## src/rtl/pipe_hazard_ctrl_pkg.sv

```systemverilog
// Shared types and constants for the pipeline stall/flush sequencer.
package pipe_ctrl_pkg;

  typedef enum logic [1:0] {
    IDLE = 2'd0,
    BUSY = 2'd1,
    DONE = 2'd2
  } div_state_e;

  localparam logic [4:0] REG_ZERO    = 5'd0;
  localparam int         DIV_LAT_DEF = 32;

  // Register 0 is hardwired, so a write to it never creates a dependency.
  function automatic logic reg_hit(input logic [4:0] dst, input logic [4:0] src);
    return (dst != REG_ZERO) && (dst == src);
  endfunction

endpackage

```

## src/rtl/pipe_hazard_ctrl_if.sv

```systemverilog
// Pipeline <-> hazard controller signal bundle; slave is the controller side.
interface pipe_hazard_ctrl_if;
  logic [4:0] rsD, rtD, writeregE, writeregM;
  logic       branchD, regwriteE, memtoregE, memtoregM, divE;
  logic       i_stall, d_stall, exceptM;
  logic       stallF, stallD, stallE, stallM, stallW;
  logic       flushD, flushE, flushM, flushW;
  logic       div_startE, div_doneE, div_busy, exc_redirect;

  modport master (
    output rsD, rtD, writeregE, writeregM, branchD, regwriteE, memtoregE,
           memtoregM, divE, i_stall, d_stall, exceptM,
    input  stallF, stallD, stallE, stallM, stallW,
           flushD, flushE, flushM, flushW,
           div_startE, div_doneE, div_busy, exc_redirect
  );

  modport slave (
    input  rsD, rtD, writeregE, writeregM, branchD, regwriteE, memtoregE,
           memtoregM, divE, i_stall, d_stall, exceptM,
    output stallF, stallD, stallE, stallM, stallW,
           flushD, flushE, flushM, flushW,
           div_startE, div_doneE, div_busy, exc_redirect
  );
endinterface

```

## src/rtl/pipe_hazard_ctrl_div_seq.sv

```systemverilog
// Divider start/done sequencer: IDLE -> BUSY (DIV_LAT cycles) -> DONE.
module div_seq
  import pipe_ctrl_pkg::*;
#(
  parameter int DIV_LAT = DIV_LAT_DEF,
  parameter int CNT_W   = 6
) (
  input  logic clk,
  input  logic reset,
  input  logic divE,
  input  logic hold,
  input  logic abort,
  output logic div_startE,
  output logic div_doneE,
  output logic div_busy,
  output logic div_hold
);

  div_state_e       state_q, state_d;
  logic [CNT_W-1:0] cnt_q, cnt_d;

  always_ff @(posedge clk) begin
    if (reset) begin
      state_q <= IDLE;
      cnt_q   <= '0;
    end else begin
      state_q <= state_d;
      cnt_q   <= cnt_d;
    end
  end

  always_comb begin
    state_d    = state_q;
    cnt_d      = cnt_q;
    div_startE = 1'b0;
    div_doneE  = 1'b0;
    div_hold   = 1'b0;
    unique case (state_q)
      IDLE: begin
        div_hold = divE;
        if (divE && !abort && !hold) begin
          div_startE = 1'b1;
          cnt_d      = CNT_W'(DIV_LAT - 1);
          state_d    = BUSY;
        end
      end
      BUSY: begin
        // The divider runs freely, so the count keeps moving under a mem stall.
        div_hold = 1'b1;
        if (cnt_q == '0) state_d = DONE;
        else             cnt_d   = cnt_q - CNT_W'(1);
      end
      DONE: begin
        div_doneE = 1'b1;
        if (!hold) state_d = IDLE;
      end
      default: state_d = IDLE;
    endcase
    if (abort) begin
      state_d = IDLE;
      cnt_d   = '0;
    end
  end

  assign div_busy = (state_q != IDLE);

endmodule

```

## src/rtl/pipe_hazard_ctrl.sv

```systemverilog
// Central stall/flush sequencer: hazard detection plus fixed-priority arbitration.
module pipe_hazard_ctrl
  import pipe_ctrl_pkg::*;
#(
  parameter int DIV_LAT = DIV_LAT_DEF,
  parameter int CNT_W   = 6
) (
  input  logic                clk,
  input  logic                reset,
  pipe_hazard_ctrl_if.slave   hz
);

  logic mem_stall, lwstall, brstall, div_hold, start_raw, done_raw;

  assign mem_stall = hz.i_stall | hz.d_stall;

  assign lwstall = hz.memtoregE &
                   (reg_hit(hz.writeregE, hz.rsD) | reg_hit(hz.writeregE, hz.rtD));

  assign brstall = hz.branchD & (
      (hz.regwriteE & (reg_hit(hz.writeregE, hz.rsD) | reg_hit(hz.writeregE, hz.rtD))) |
      (hz.memtoregM & (reg_hit(hz.writeregM, hz.rsD) | reg_hit(hz.writeregM, hz.rtD))));

  div_seq #(.DIV_LAT(DIV_LAT), .CNT_W(CNT_W)) u_div_seq (
    .clk        (clk),
    .reset      (reset),
    .divE       (hz.divE),
    .hold       (mem_stall),
    .abort      (hz.exceptM),
    .div_startE (start_raw),
    .div_doneE  (done_raw),
    .div_busy   (hz.div_busy),
    .div_hold   (div_hold)
  );

  always_comb begin
    hz.stallF       = 1'b0;
    hz.stallD       = 1'b0;
    hz.stallE       = 1'b0;
    hz.stallM       = 1'b0;
    hz.stallW       = 1'b0;
    hz.flushD       = 1'b0;
    hz.flushE       = 1'b0;
    hz.flushM       = 1'b0;
    hz.flushW       = 1'b0;
    hz.exc_redirect = 1'b0;
    hz.div_startE   = start_raw & ~reset;
    hz.div_doneE    = done_raw & ~reset;
    if (reset) begin
      // everything quiet while reset is held
    end else if (hz.exceptM) begin
      hz.flushD       = 1'b1;
      hz.flushE       = 1'b1;
      hz.flushM       = 1'b1;
      hz.flushW       = 1'b1;
      hz.exc_redirect = 1'b1;
    end else if (mem_stall) begin
      hz.stallF = 1'b1;
      hz.stallD = 1'b1;
      hz.stallE = 1'b1;
      hz.stallM = 1'b1;
      hz.stallW = 1'b1;
    end else if (div_hold) begin
      // Hold the divide in E; M receives a bubble each cycle.
      hz.stallF = 1'b1;
      hz.stallD = 1'b1;
      hz.stallE = 1'b1;
      hz.flushM = 1'b1;
    end else if (lwstall | brstall) begin
      hz.stallF = 1'b1;
      hz.stallD = 1'b1;
      hz.flushE = 1'b1;
    end
  end

endmodule
```

## src/flat_wrapper.sv

```systemverilog
// flat-port wrapper written by rule: the top's interface ports become plain ports
module pipe_hazard_ctrl_flat import pipe_ctrl_pkg::*;
#(
  parameter int DIV_LAT = DIV_LAT_DEF,
  parameter int CNT_W   = 6
)
  (clk, reset, hz_rsD, hz_rtD, hz_writeregE, hz_writeregM, hz_branchD, hz_regwriteE, hz_memtoregE, hz_memtoregM, hz_divE, hz_i_stall, hz_d_stall, hz_exceptM, hz_stallF, hz_stallD, hz_stallE, hz_stallM, hz_stallW, hz_flushD, hz_flushE, hz_flushM, hz_flushW, hz_div_startE, hz_div_doneE, hz_div_busy, hz_exc_redirect);
  pipe_hazard_ctrl_if hz_i ();
  input  logic clk;
  input  logic reset;
  input wire logic [$bits(hz_i.rsD)-1:0] hz_rsD;
  input wire logic [$bits(hz_i.rtD)-1:0] hz_rtD;
  input wire logic [$bits(hz_i.writeregE)-1:0] hz_writeregE;
  input wire logic [$bits(hz_i.writeregM)-1:0] hz_writeregM;
  input wire logic [$bits(hz_i.branchD)-1:0] hz_branchD;
  input wire logic [$bits(hz_i.regwriteE)-1:0] hz_regwriteE;
  input wire logic [$bits(hz_i.memtoregE)-1:0] hz_memtoregE;
  input wire logic [$bits(hz_i.memtoregM)-1:0] hz_memtoregM;
  input wire logic [$bits(hz_i.divE)-1:0] hz_divE;
  input wire logic [$bits(hz_i.i_stall)-1:0] hz_i_stall;
  input wire logic [$bits(hz_i.d_stall)-1:0] hz_d_stall;
  input wire logic [$bits(hz_i.exceptM)-1:0] hz_exceptM;
  output wire logic [$bits(hz_i.stallF)-1:0] hz_stallF;
  output wire logic [$bits(hz_i.stallD)-1:0] hz_stallD;
  output wire logic [$bits(hz_i.stallE)-1:0] hz_stallE;
  output wire logic [$bits(hz_i.stallM)-1:0] hz_stallM;
  output wire logic [$bits(hz_i.stallW)-1:0] hz_stallW;
  output wire logic [$bits(hz_i.flushD)-1:0] hz_flushD;
  output wire logic [$bits(hz_i.flushE)-1:0] hz_flushE;
  output wire logic [$bits(hz_i.flushM)-1:0] hz_flushM;
  output wire logic [$bits(hz_i.flushW)-1:0] hz_flushW;
  output wire logic [$bits(hz_i.div_startE)-1:0] hz_div_startE;
  output wire logic [$bits(hz_i.div_doneE)-1:0] hz_div_doneE;
  output wire logic [$bits(hz_i.div_busy)-1:0] hz_div_busy;
  output wire logic [$bits(hz_i.exc_redirect)-1:0] hz_exc_redirect;
  assign hz_i.rsD = hz_rsD;
  assign hz_i.rtD = hz_rtD;
  assign hz_i.writeregE = hz_writeregE;
  assign hz_i.writeregM = hz_writeregM;
  assign hz_i.branchD = hz_branchD;
  assign hz_i.regwriteE = hz_regwriteE;
  assign hz_i.memtoregE = hz_memtoregE;
  assign hz_i.memtoregM = hz_memtoregM;
  assign hz_i.divE = hz_divE;
  assign hz_i.i_stall = hz_i_stall;
  assign hz_i.d_stall = hz_d_stall;
  assign hz_i.exceptM = hz_exceptM;
  assign hz_stallF = hz_i.stallF;
  assign hz_stallD = hz_i.stallD;
  assign hz_stallE = hz_i.stallE;
  assign hz_stallM = hz_i.stallM;
  assign hz_stallW = hz_i.stallW;
  assign hz_flushD = hz_i.flushD;
  assign hz_flushE = hz_i.flushE;
  assign hz_flushM = hz_i.flushM;
  assign hz_flushW = hz_i.flushW;
  assign hz_div_startE = hz_i.div_startE;
  assign hz_div_doneE = hz_i.div_doneE;
  assign hz_div_busy = hz_i.div_busy;
  assign hz_exc_redirect = hz_i.exc_redirect;
  pipe_hazard_ctrl #(.DIV_LAT(DIV_LAT), .CNT_W(CNT_W)) u_core (.clk(clk), .reset(reset), .hz(hz_i));
endmodule
```

## config.mk

```make
export PLATFORM = sky130hd
export DESIGN_NAME = pipe_hazard_ctrl_flat
export DESIGN_NICKNAME = d
export VERILOG_FILES = /design/src/rtl/pipe_hazard_ctrl_pkg.sv /design/src/rtl/pipe_hazard_ctrl_if.sv /design/src/rtl/pipe_hazard_ctrl_div_seq.sv /design/src/rtl/pipe_hazard_ctrl.sv /design/src/flat_wrapper.sv
export SDC_FILE = /design/constraint.sdc
export NUM_CORES = 1
export LEC_CHECK = 0
export ABC_AREA = 1
export BUFFER_PORTS_ARGS = -buffer_cell sky130_fd_sc_hd__clkbuf_2
export CORE_MARGIN = 4
export CORE_UTILIZATION = 48
export CTS_BUF_LIST = sky130_fd_sc_hd__clkbuf_4 sky130_fd_sc_hd__clkbuf_8
export DETAILED_ROUTE_END_ITERATION = 8
export PLACE_DENSITY = 0.9
export SYNTH_ARGS = -nofsm -noshare
export SYNTH_HDL_FRONTEND = slang
export SYNTH_SLANG_ARGS = --single-unit
```

## constraint.sdc

```tcl
create_clock -name clk -period 1.3 [get_ports clk]
set_input_delay 0.195 -clock clk [delete_from_list [all_inputs] [get_ports clk]]
set_output_delay 0.195 -clock clk [all_outputs]
set_load 0.02 [all_outputs]
```

==> flow_summary.toml, run 1 <==
[final_layout]
layout-drive-gt1-share = 0.3772
num-fill-cells = 132
areaGrowthSynthToFinish_pct = 45.93
most_frequent_standard_cell_in_the_layout_excluding_fill_and_tap_cells = "sky130_fd_sc_hd__nand2_1"
layout.nets = 262
leading_cell_types_in_the_layout_fill_and_taps_excluded = "62 x sky130_fd_sc_hd__nand2_1, 26 x sky130_fd_sc_hd__clkbuf_2, 24 x sky130_fd_sc_hd__inv_1"
antenna_cells_inserted = 0

[setup_path]
worst_setup_path_start_kind = "register"
crit_arrival_ns = 1.22
crit_type = "reg2out"
required_time_of_the_critical_path_ns = 1.11
worst_setup_path_end_kind = "output pin"
timing.critical_path.fanout_max = 3

[clock_network]
tritoncts_clock_tree = "built"
ctsLongestPathBuffers = 2
clock_sink_count = 8
cts-htree-levels = 1
worst_skew_pair.late_latency_ns = 0.25
worst_setup_hold_path_clk_slew_ns = 0.05
cts_hold_buffers = 0
cts_inserted_buffers = 3
cts_root_buffer = "sky130_fd_sc_hd__clkbuf_4"

[grt]
antenna_found_initial = 0
vias_in_the_first_global_route = 1041
grt_pass1_wl_um = 4153
grt_overflow_total = 0
pin_count_of_the_biggest_net_entering_global_routing = 8
grt_total_usage = 0.1959

[synth]
synth.yosys.seq_area_share = 0.1680
synthesis.area_um2 = 953.4
ys_ff_latch = 8
synth.net_count = 211
post_synth_inst_count = 179
number_of_different_library_cells_in_the_post_synthesis_netlist = 25
syn_area_per_cell_um2 = 5.326
ys.warnings.count = 0

[sta]
slew_viol_final = 0
worst_slew_margin_rel = 0.8048
final.setup.tns_ns = -0.4092
setup_viol = 6
grt_setup_unrepaired = "yes"
tightestPinTransition_ns = 0.2917
final.min_clock_period_ns = 1.413
clock.fmax_mhz = 708.0
post-route-worst-setup-slack_ns = -0.1125
report.final.hold_viol_count = 0
finalClockSkew_ns = 0.007418
post-route-period-util = 1.087

[detailed_routing]
detailroute.via_count = 1228
first_pass_iters = 4
drt_wl_total_um = 2943
drt-vias-per-instance = 4.854
count_of_unresolved_drc_violations_after_routing = 0
drtIter0Drc = 43
drt.antenna.violating_nets = 0
detail_route.wl_per_cell_um = 11.63

[place]
dpl.hpwl_um = 1955
port_buffers = 42
place_congestion = 0.8312

[die]
die_w_um = 52.57
start_util = 0.5292
floorplan.rows = 15
design.core.area_mm2 = 0.001802
area_enclosed_by_the_die_boundary_mm2 = 0.002763
floorplan.die.height_um = 52.57
ios = 43

[hold_path]
worstHoldPathType = "in2reg"

[power_and_ir_drop]
power.leakage_nw = 0.7924
design_power_total_uw = 760.2
powerDensity_mw_per_mm2 = 546.4
worst_ir_drop_vdd_mv = 0.5113

[job]
max-cap-violations = 0

[outcome]
failed_checks = "negative setup slack"
status = "complete, but fails checks"
-- critical path, cell delays in order, from the launching register on --
cell and delay [ns]:
sky130_fd_sc_hd__dfxtp_2 0.33, sky130_fd_sc_hd__inv_2 0.08, sky130_fd_sc_hd__o21ai_4 0.07, sky130_fd_sc_hd__o31ai_1 0.25, sky130_fd_sc_hd__buf_2 0.24
-- metrics by stage --
stage	worst slack, ns	hold WS, ns	std cells	utilization	area [um^2]
2_1_floorplan	0.03155	0.3763	179	-	953.4
3_3_place_gp	-0.04132	0.4474	248	0.6715	1210
3_5_place_dp	-0.06781	0.4578	248	0.6715	1210
4_1_cts	-0.06051	0.2383	252	0.7375	1329
5_1_grt	-0.1507	0.2913	253	0.7722	1391
6_report	-0.1125	0.2754	253	0.7722	1391
-- metal layers --
metal / wire [um] / global-route usage
met4: 5 / 0
met2: 1449 / 0.3616
met1: 1206 / 0.2350
met5: 0 / 0
met3: 281 / 0.05698
-- state kept, by name, indices dropped and copies added, names as in the netlist --
name,count
u_core.u_div_seq.cnt_q,6
u_core.u_div_seq.state_q,2
-- synth_stat cells --
master	count	share of area
sky130_fd_sc_hd__nor2_4	1	0.012
sky130_fd_sc_hd__nand2_4	1	0.012
sky130_fd_sc_hd__nor2_2	1	0.0066
sky130_fd_sc_hd__xnor2_1	5	0.046
sky130_fd_sc_hd__o31ai_1	1	0.0079
sky130_fd_sc_hd__inv_2	1	0.0039
sky130_fd_sc_hd__inv_4	1	0.0066
sky130_fd_sc_hd__o21ai_1	1	0.0052
sky130_fd_sc_hd__ha_1	2	0.026
sky130_fd_sc_hd__dfxtp_1	8	0.17
sky130_fd_sc_hd__xor2_1	2	0.018
sky130_fd_sc_hd__nand3_1	11	0.058
sky130_fd_sc_hd__nand4_1	3	0.020
sky130_fd_sc_hd__nand2_1	68	0.27
sky130_fd_sc_hd__a21oi_2	1	0.0092
sky130_fd_sc_hd__nand2_2	1	0.0066
sky130_fd_sc_hd__nor2_1	19	0.075
sky130_fd_sc_hd__o21ai_0	3	0.016
sky130_fd_sc_hd__buf_4	4	0.031
sky130_fd_sc_hd__inv_1	33	0.13
sky130_fd_sc_hd__nand4_2	1	0.013
sky130_fd_sc_hd__nor3_1	2	0.010
sky130_fd_sc_hd__o21bai_1	1	0.0079
sky130_fd_sc_hd__or2_2	1	0.0066
sky130_fd_sc_hd__a21oi_1	7	0.037
-- final timing paths --
| check | cells past startpoint | endpoint | slack [ns] | start |
|---|---|---|---|---|
| max reg2reg | 7 | u_core.u_div_seq.cnt_q[3] | 0.06 | u_core.u_div_seq.state_q[0] |
| max | 4 | hz_flushM | -0.11 | u_core.u_div_seq.state_q[1] |
| min | 4 | u_core.u_div_seq.cnt_q[1] | 0.28 | hz_exceptM |
| min reg2reg | 2 | u_core.u_div_seq.cnt_q[0] | 0.46 | u_core.u_div_seq.cnt_q[0] |
-- timing repair --
action | in CTS | in global routing
endpoints found under the setup margin | 6 | 7
setup buffers | 1 | 1
pin swaps | 7 | 5
gates resized for setup | 21 | 32
-- cell type report --
| type | count | area, um^2 | share of cell area |
|---|---|---|---|
| Clock buffer | 3 | 22.52 | 0.01619 |
| Inverter | 35 | 136.4 | 0.09802 |
| Multi-Input combinational cell | 132 | 679.4 | 0.4883 |
| Sequential cell | 8 | 165.2 | 0.1187 |
| Tap cell | 25 | 31.28 | 0.02248 |
| Timing Repair Buffer | 50 | 356.6 | 0.2563 |
-- report_power, final --
part           total (mW)  switching (mW)  internal [mW]
Clock               0.182          0.0771          0.105
Sequential          0.249         0.00256          0.247
Combinational       0.329           0.183          0.146
Total               0.760           0.263          0.498
-- logic make-up after synthesis --
logic type	Yosys count	share of synthesized area
and+or+nand+nor	109	0.4869
buffers and inverters	39	0.1719
AOI/OAI and AO/OA	14	0.08267
DFF	8	0.1680
xor gates and xnor gates	7	0.06431
adders and majority gates	2	0.02624
(Power assumes the default switching activity.)
==> run 2: changes to the inputs <==
--- a/config.mk
+++ b/config.mk
@@ -7,11 +7,12 @@
 export LEC_CHECK = 0
 export ABC_AREA = 1
 export BUFFER_PORTS_ARGS = -buffer_cell sky130_fd_sc_hd__clkbuf_2
-export CORE_MARGIN = 4
+export CORE_MARGIN = 2
 export CORE_UTILIZATION = 48
 export CTS_BUF_LIST = sky130_fd_sc_hd__clkbuf_4 sky130_fd_sc_hd__clkbuf_8
 export DETAILED_ROUTE_END_ITERATION = 8
 export PLACE_DENSITY = 0.9
+export REMOVE_ABC_BUFFERS = 1
 export SYNTH_ARGS = -nofsm -noshare
 export SYNTH_HDL_FRONTEND = slang
 export SYNTH_SLANG_ARGS = --single-unit
==> flow_summary.toml, run 2 (synthesis gave the netlist of run 1 again) <==
[outcome]
status = "complete, but fails checks"
failed_checks = "negative setup slack"

[grt]
grt_pass1_wl_um = 4533
grt.busiest_layer = "met2"
pin_count_of_the_biggest_net_entering_global_routing = 8
grt.met1_usage = 0.2776
antenna_found_initial = 0
grt_overflow_total = 0
vias_in_the_first_global_route = 1107
grt_total_usage = 0.2399
met2_usage = 0.4167
grt_util_met3 = 0.06481

[final_layout]
reg.largest.list = "u_core.u_div_seq.cnt_q x6, u_core.u_div_seq.state_q x2"
leading_cell_types_in_the_layout_fill_and_taps_excluded = "65 x sky130_fd_sc_hd__nand2_1, 29 x sky130_fd_sc_hd__clkbuf_2, 25 x sky130_fd_sc_hd__inv_1"
layout.nets = 262
seq_area_um2 = 162.7
max_flop_register = "u_core.u_div_seq.cnt_q"
most_frequent_standard_cell_in_the_layout_excluding_fill_and_tap_cells = "sky130_fd_sc_hd__nand2_1"
layout-drive-gt1-share = 0.3596
areaGrowthSynthToFinish_pct = 44.88
largest_register_ff_count = 6
post-route-cell-area_mm2 = 0.001381
num-fill-cells = 163
antenna_cells_inserted = 0
multi_input_gate_area_um2 = 663.1
stdcell_count = 255

[power_and_ir_drop]
design_power_total_uw = 767.8
power.leakage_nw = 0.7941
powerDensity_mw_per_mm2 = 555.9
worst_ir_drop_vdd_mv = 0.6414

[place]
port_buffers = 42
detailed_place.area_mm2 = 0.001220
place_congestion = 0.8925
dpl.hpwl_um = 1929
placed_cells_incl_taps = 251

[detailed_routing]
drt.antenna.violating_nets = 0
drt-vias-per-instance = 4.690
first_pass_iters = 4
drt_wl_total_um = 2588
count_of_unresolved_drc_violations_after_routing = 0
detail_route.wl_per_cell_um = 10.15
drtIter0Drc = 28
detailroute.via_count = 1196

[sta]
slew_viol_final = 0
grt_setup_unrepaired = "yes"
report.final.hold_viol_count = 0
post-route-worst-setup-slack_ns = -0.05818
tightestPinTransition_ns = 0.2317
finalClockSkew_ns = 0.006304
post-route-period-util = 1.045
setup_viol = 6
final.min_clock_period_ns = 1.358
clock.fmax_mhz = 736.3
final.setup.tns_ns = -0.2446
worst_slew_margin_rel = 0.8439
hold_slack_ns = 0.2376

[setup_path]
worst_setup_path_start_kind = "register"
setup.reg_to_reg.worst_slack_ns = 0.10
cp_common_cell = "sky130_fd_sc_hd__nand2_1"
timing.critical_path.cells = "o21ai_2, nand2_1, nor2_1, nand2_1, nand2_1, clkbuf_8"
crit_arrival_ns = 1.16
critPathBufInv = 1
timing.critical_path.fanout_max = 4
required_time_of_the_critical_path_ns = 1.11
crit_type = "reg2out"
worst_setup_path_end_kind = "output pin"
crit_slowest_cell = "sky130_fd_sc_hd__dfxtp_2"
critical_path.max_stage_delay_ns = 0.34
cpLargestDelayFamily = "flip-flops"

[clock_network]
tritoncts_clock_tree = "built"
worst_setup_hold_path_clk_slew_ns = 0.06
clock_sink_count = 8
cts_root_buffer = "sky130_fd_sc_hd__clkbuf_4"
cts-htree-levels = 1
worst_skew_pair.late_latency_ns = 0.27
cts_inserted_buffers = 3
ctsLongestPathBuffers = 2

[die]
start_util = 0.4961
floorplan.rows = 16
die_w_um = 48.57
area_enclosed_by_the_die_boundary_mm2 = 0.002359
design.core.area_mm2 = 0.001922
ios = 43
floorplan.die.height_um = 48.57

[hold_path]
worstHoldPathType = "in2reg"

[job]
max-cap-violations = 0
[run 2: cell count changes in the layout (fill, tap and decap cells not counted), sizes merged]
cell | previous run | this run
buf | 17 | 11
clkbuf | 36 | 42
[run 2: timing repair]
item,CTS,global route
pin swaps,7,8
gates cloned,0,0
setup buffers,1,0
gates resized for setup,25,15
hold buffers,0,0
endpoints found under the setup margin,6,11
[run 2: layout make-up]
type	count	share of cell area
Clock buffer	3	0.01630
Inverter	35	0.09692
Multi-Input combinational cell	132	0.4801
Sequential cell	8	0.1178
Tap cell	27	0.02446
Timing Repair Buffer	50	0.2645
[run 2: worst reg2reg max path: cells and delay by family, from the launching register on]
kind	cells	cell delay [ns]
and+or+nand+nor	4	0.39
DFF	1	0.32
buffers and inverters	2	0.16
adders and majority gates	1	0.15
AOI/OAI and AO/OA	1	0.12
[run 2: final timing paths]
path	startpoint	cells after the start	endpoint
min	hz_exceptM	4	u_core.u_div_seq.cnt_q[1]
max reg2reg	u_core.u_div_seq.cnt_q[1]	8	u_core.u_div_seq.cnt_q[3]
min reg2reg	u_core.u_div_seq.cnt_q[0]	2	u_core.u_div_seq.cnt_q[0]
max	u_core.u_div_seq.state_q[0]	6	hz_flushE
[run 2: where the power goes]
group          switching (mW)  internal (mW)
Clock                  0.0905          0.106
Combinational           0.173          0.147
Sequential            0.00255          0.248
[run 2: through the flow]
step / util / worst slack, ns
after CTS: 0.7044 / -0.05592
after floorplan: - / -0.2807
after detailed placement: 0.6348 / -0.08318
after global placement: 0.6348 / -0.03412
after global routing: 0.7188 / -0.1615
final: 0.7188 / -0.05818
[run 2: routing by layer]
| layer | wire length, um | up-vias |
|---|---|---|
| met4 | 72 | 0 |
| li1 | - | 640 |
| met3 | 96 | 11 |
| met5 | 0 | - |
| met1 | 1188 | 522 |
| met2 | 1231 | 23 |
==> run 3: changes to the inputs <==
--- a/config.mk
+++ b/config.mk
@@ -5,13 +5,12 @@
 export SDC_FILE = /design/constraint.sdc
 export NUM_CORES = 1
 export LEC_CHECK = 0
-export ABC_AREA = 1
 export BUFFER_PORTS_ARGS = -buffer_cell sky130_fd_sc_hd__clkbuf_2
 export CORE_MARGIN = 2
-export CORE_UTILIZATION = 48
+export CORE_UTILIZATION = 46
 export CTS_BUF_LIST = sky130_fd_sc_hd__clkbuf_4 sky130_fd_sc_hd__clkbuf_8
 export DETAILED_ROUTE_END_ITERATION = 8
-export PLACE_DENSITY = 0.9
+export PLACE_DENSITY = 0.91
 export REMOVE_ABC_BUFFERS = 1
 export SYNTH_ARGS = -nofsm -noshare
 export SYNTH_HDL_FRONTEND = slang
==> flow_summary.toml, run 3 <==
[detailed_routing]
detail_route.wl_per_cell_um = 18.79
drtIter0Drc = 24
met3_wirelength_um = 183
met2_length_um = 1903
drt_wl_total_um = 3588
drt.antenna.violating_nets = 0
detailed_route_wire_length_on_metal_1_um = 1266
count_of_unresolved_drc_violations_after_routing = 0
top_layer = "met4"
detailroute.via_count = 1100
drt-vias-per-instance = 5.759
first_pass_iters = 4

[clock_network]
tritoncts_clock_tree = "built"
clock_sink_count = 8
cts-htree-levels = 1
worst_skew_pair.late_latency_ns = 0.25
worst_setup_hold_path_clk_slew_ns = 0.05
cts_inserted_buffers = 3
ctsLongestPathBuffers = 2
cts_root_buffer = "sky130_fd_sc_hd__clkbuf_4"

[setup_path]
timing.rr.start = "u_core.u_div_seq.cnt_q[0]"
crit_type = "in2out"
worst_setup_path_end_kind = "output pin"
crit_arrival_ns = 1.55
startpoint = "hz_writeregM[0]"
required_time_of_the_critical_path_ns = 1.11
r2r_cells = 7
worst_setup_path_start_kind = "primary input"
timing.critical_path.fanout_max = 2
critical_path.endpoint = "hz_stallD"
r2r_end = "u_core.u_div_seq.cnt_q[5]"
setup.reg_to_reg.worst_slack_ns = -0.23

[synth]
async_sr_flop_fraction = 0
synth_top_area_cell = "sky130_fd_sc_hd__xnor2_1"
synth_ff_type = "sky130_fd_sc_hd__dfxtp_1"
syn_area_per_cell_um2 = 7.799
synthesis.area_um2 = 803.3
synth_enable_flop_cells = 0
number_of_different_library_cells_in_the_post_synthesis_netlist = 31
post_synth_inst_count = 103
synth.yosys.seq_area_share = 0.1994
yosys-top-cells-count = "21 x sky130_fd_sc_hd__xnor2_1, 13 x sky130_fd_sc_hd__nor2_1, 8 x sky130_fd_sc_hd__dfxtp_1"
yosys-top-cells-area = "sky130_fd_sc_hd__xnor2_1 23%, sky130_fd_sc_hd__dfxtp_1 20%, sky130_fd_sc_hd__nor2_1 6.1%"
ys_ff_latch = 8
synth_most_common_cell = "sky130_fd_sc_hd__xnor2_1"
ys.warnings.count = 0
synthDominantCellAreaShare = 0.2290

[sta]
slew_viol_final = 0
final.min_clock_period_ns = 1.742
tightestPinTransition_ns = 0.3571
report.final.hold_viol_count = 0
final.setup.tns_ns = -2.621
hold_slack_ns = 0.4455
grt_setup_unrepaired = "yes"
post-route-worst-setup-slack_ns = -0.4421
post-route-period-util = 1.340
finalClockSkew_ns = 0.001618
clock.fmax_mhz = 574.0
worst_slew_margin_rel = 0.7619
setup_viol = 16

[final_layout]
layout-drive-gt1-share = 0.6667
num-fill-cells = 71
most_frequent_standard_cell_in_the_layout_excluding_fill_and_tap_cells = "sky130_fd_sc_hd__clkbuf_2"
stdcell_count = 191
leading_cell_types_in_the_layout_fill_and_taps_excluded = "34 x sky130_fd_sc_hd__clkbuf_2, 29 x sky130_fd_sc_hd__buf_4, 18 x sky130_fd_sc_hd__xnor2_1"
layout.nets = 208
areaGrowthSynthToFinish_pct = 91.90
largest_register_ff_count = 6
antenna_cells_inserted = 0
max_flop_register = "u_core.u_div_seq.cnt_q"
reg.largest.list = "u_core.u_div_seq.cnt_q x6, u_core.u_div_seq.state_q x2"

[place]
place_congestion = 0.8386
dpl.hpwl_um = 1995
placed_cells_incl_taps = 177
port_buffers = 42

[grt]
grt_total_usage = 0.3133
grt_overflow_total = 0
pin_count_of_the_biggest_net_entering_global_routing = 9
antenna_found_initial = 0
vias_in_the_first_global_route = 1061
grt_pass1_wl_um = 4609

[die]
floorplan.die.height_um = 45.79
ios = 43
floorplan.rows = 15
start_util = 0.4756
area_enclosed_by_the_die_boundary_mm2 = 0.002097
die_w_um = 45.79
design.core.area_mm2 = 0.001689

[power_and_ir_drop]
power.leakage_nw = 0.6756
powerDensity_mw_per_mm2 = 541.2
worst_ir_drop_vdd_mv = 0.6933

[outcome]
status = "complete, but fails checks"
failed_checks = "negative setup slack"

[hold_path]
worstHoldPathType = "in2reg"

[job]
max-cap-violations = 0
-- run 3: cell types whose count changed after synthesis, sizes merged, moves of 3 or more --
cell   previous run  this run
inv              35         5
nand3            11         5
nor2             21        14
nand4             4         0
nand2            70         5
xnor2             5        21
nor2b             0         3
-- run 3: worst min path at each step --
stage | end | slack [ns] | startpoint | cells after the start
after global placement | u_core.u_div_seq.cnt_q[0] | 0.55 | u_core.u_div_seq.cnt_q[0] | 2
after global routing | u_core.u_div_seq.cnt_q[2] | 0.48 | hz_exceptM | 4
after CTS | u_core.u_div_seq.cnt_q[2] | 0.43 | hz_exceptM | 4
final | u_core.u_div_seq.cnt_q[2] | 0.45 | hz_exceptM | 4
after detailed placement | u_core.u_div_seq.cnt_q[0] | 0.57 | u_core.u_div_seq.cnt_q[0] | 2
after floorplan | u_core.u_div_seq.cnt_q[2] | 0.44 | hz_divE | 2
-- run 3: power by group --
group	total [mW]	internal, mW	leakage (nW)	switching [mW]
clock network	0.188	0.106	0.0138	0.0829
registers	0.251	0.246	0.0678	0.00481
logic	0.395	0.190	0.594	0.204
-- run 3: cell families after synthesis --
logic type / share of synthesized area
simple gates: 0.2461
compound gates: 0.1963
xor+xnor: 0.2617
flops: 0.1994
fa+ha+maj: 0.03115
buf+inv: 0.06542
-- run 3: per-stage QoR --
stage            util  area [um^2]  setup WS (ns)  power (mW)
2_1_floorplan       -        769.5        -0.2413      0.4052
3_3_place_gp   0.6815         1151        -0.4044      0.5260
3_5_place_dp   0.6815         1151        -0.4197      0.5397
4_1_cts        0.8037         1358        -0.4182      0.7596
5_1_grt        0.9126         1541        -0.4669      0.8698
6_report       0.9126         1541        -0.4421      0.8342
-- run 3: cell type report --
cell class | instances | area (um^2) | share of cell area
clock buffers | 3 | 22.52 | 0.01461
inverters | 5 | 18.77 | 0.01218
multi-input cells | 85 | 803.3 | 0.5211
flip-flops and latches | 8 | 171.4 | 0.1112
well taps | 17 | 21.27 | 0.01380
repair buffers | 73 | 504.2 | 0.3271
-- run 3: worst max-delay path, stage by stage --
cell and delay, ns:
sky130_fd_sc_hd__buf_8 0.09, sky130_fd_sc_hd__or3_4 0.38, sky130_fd_sc_hd__o311a_4 0.33, sky130_fd_sc_hd__a221oi_4 0.34, sky130_fd_sc_hd__nor2_4 0.06, sky130_fd_sc_hd__buf_6 0.14
-- run 3: metal layers --
layer | track usage | vias up
met4 | 0.1543 | 0
met3 | 0.04762 | 26
met1 | 0.2771 | 507
met2 | 0.6535 | 67
li1 | - | 500
met5 | 0 | -
-- run 3: timing repair --
item,4_1_cts,5_1_grt
buffers inserted,6,6
gates resized for setup,41,33
pin swaps,21,22
hold buffers,0,0
endpoints found under the setup margin,15,15
cloned,0,0
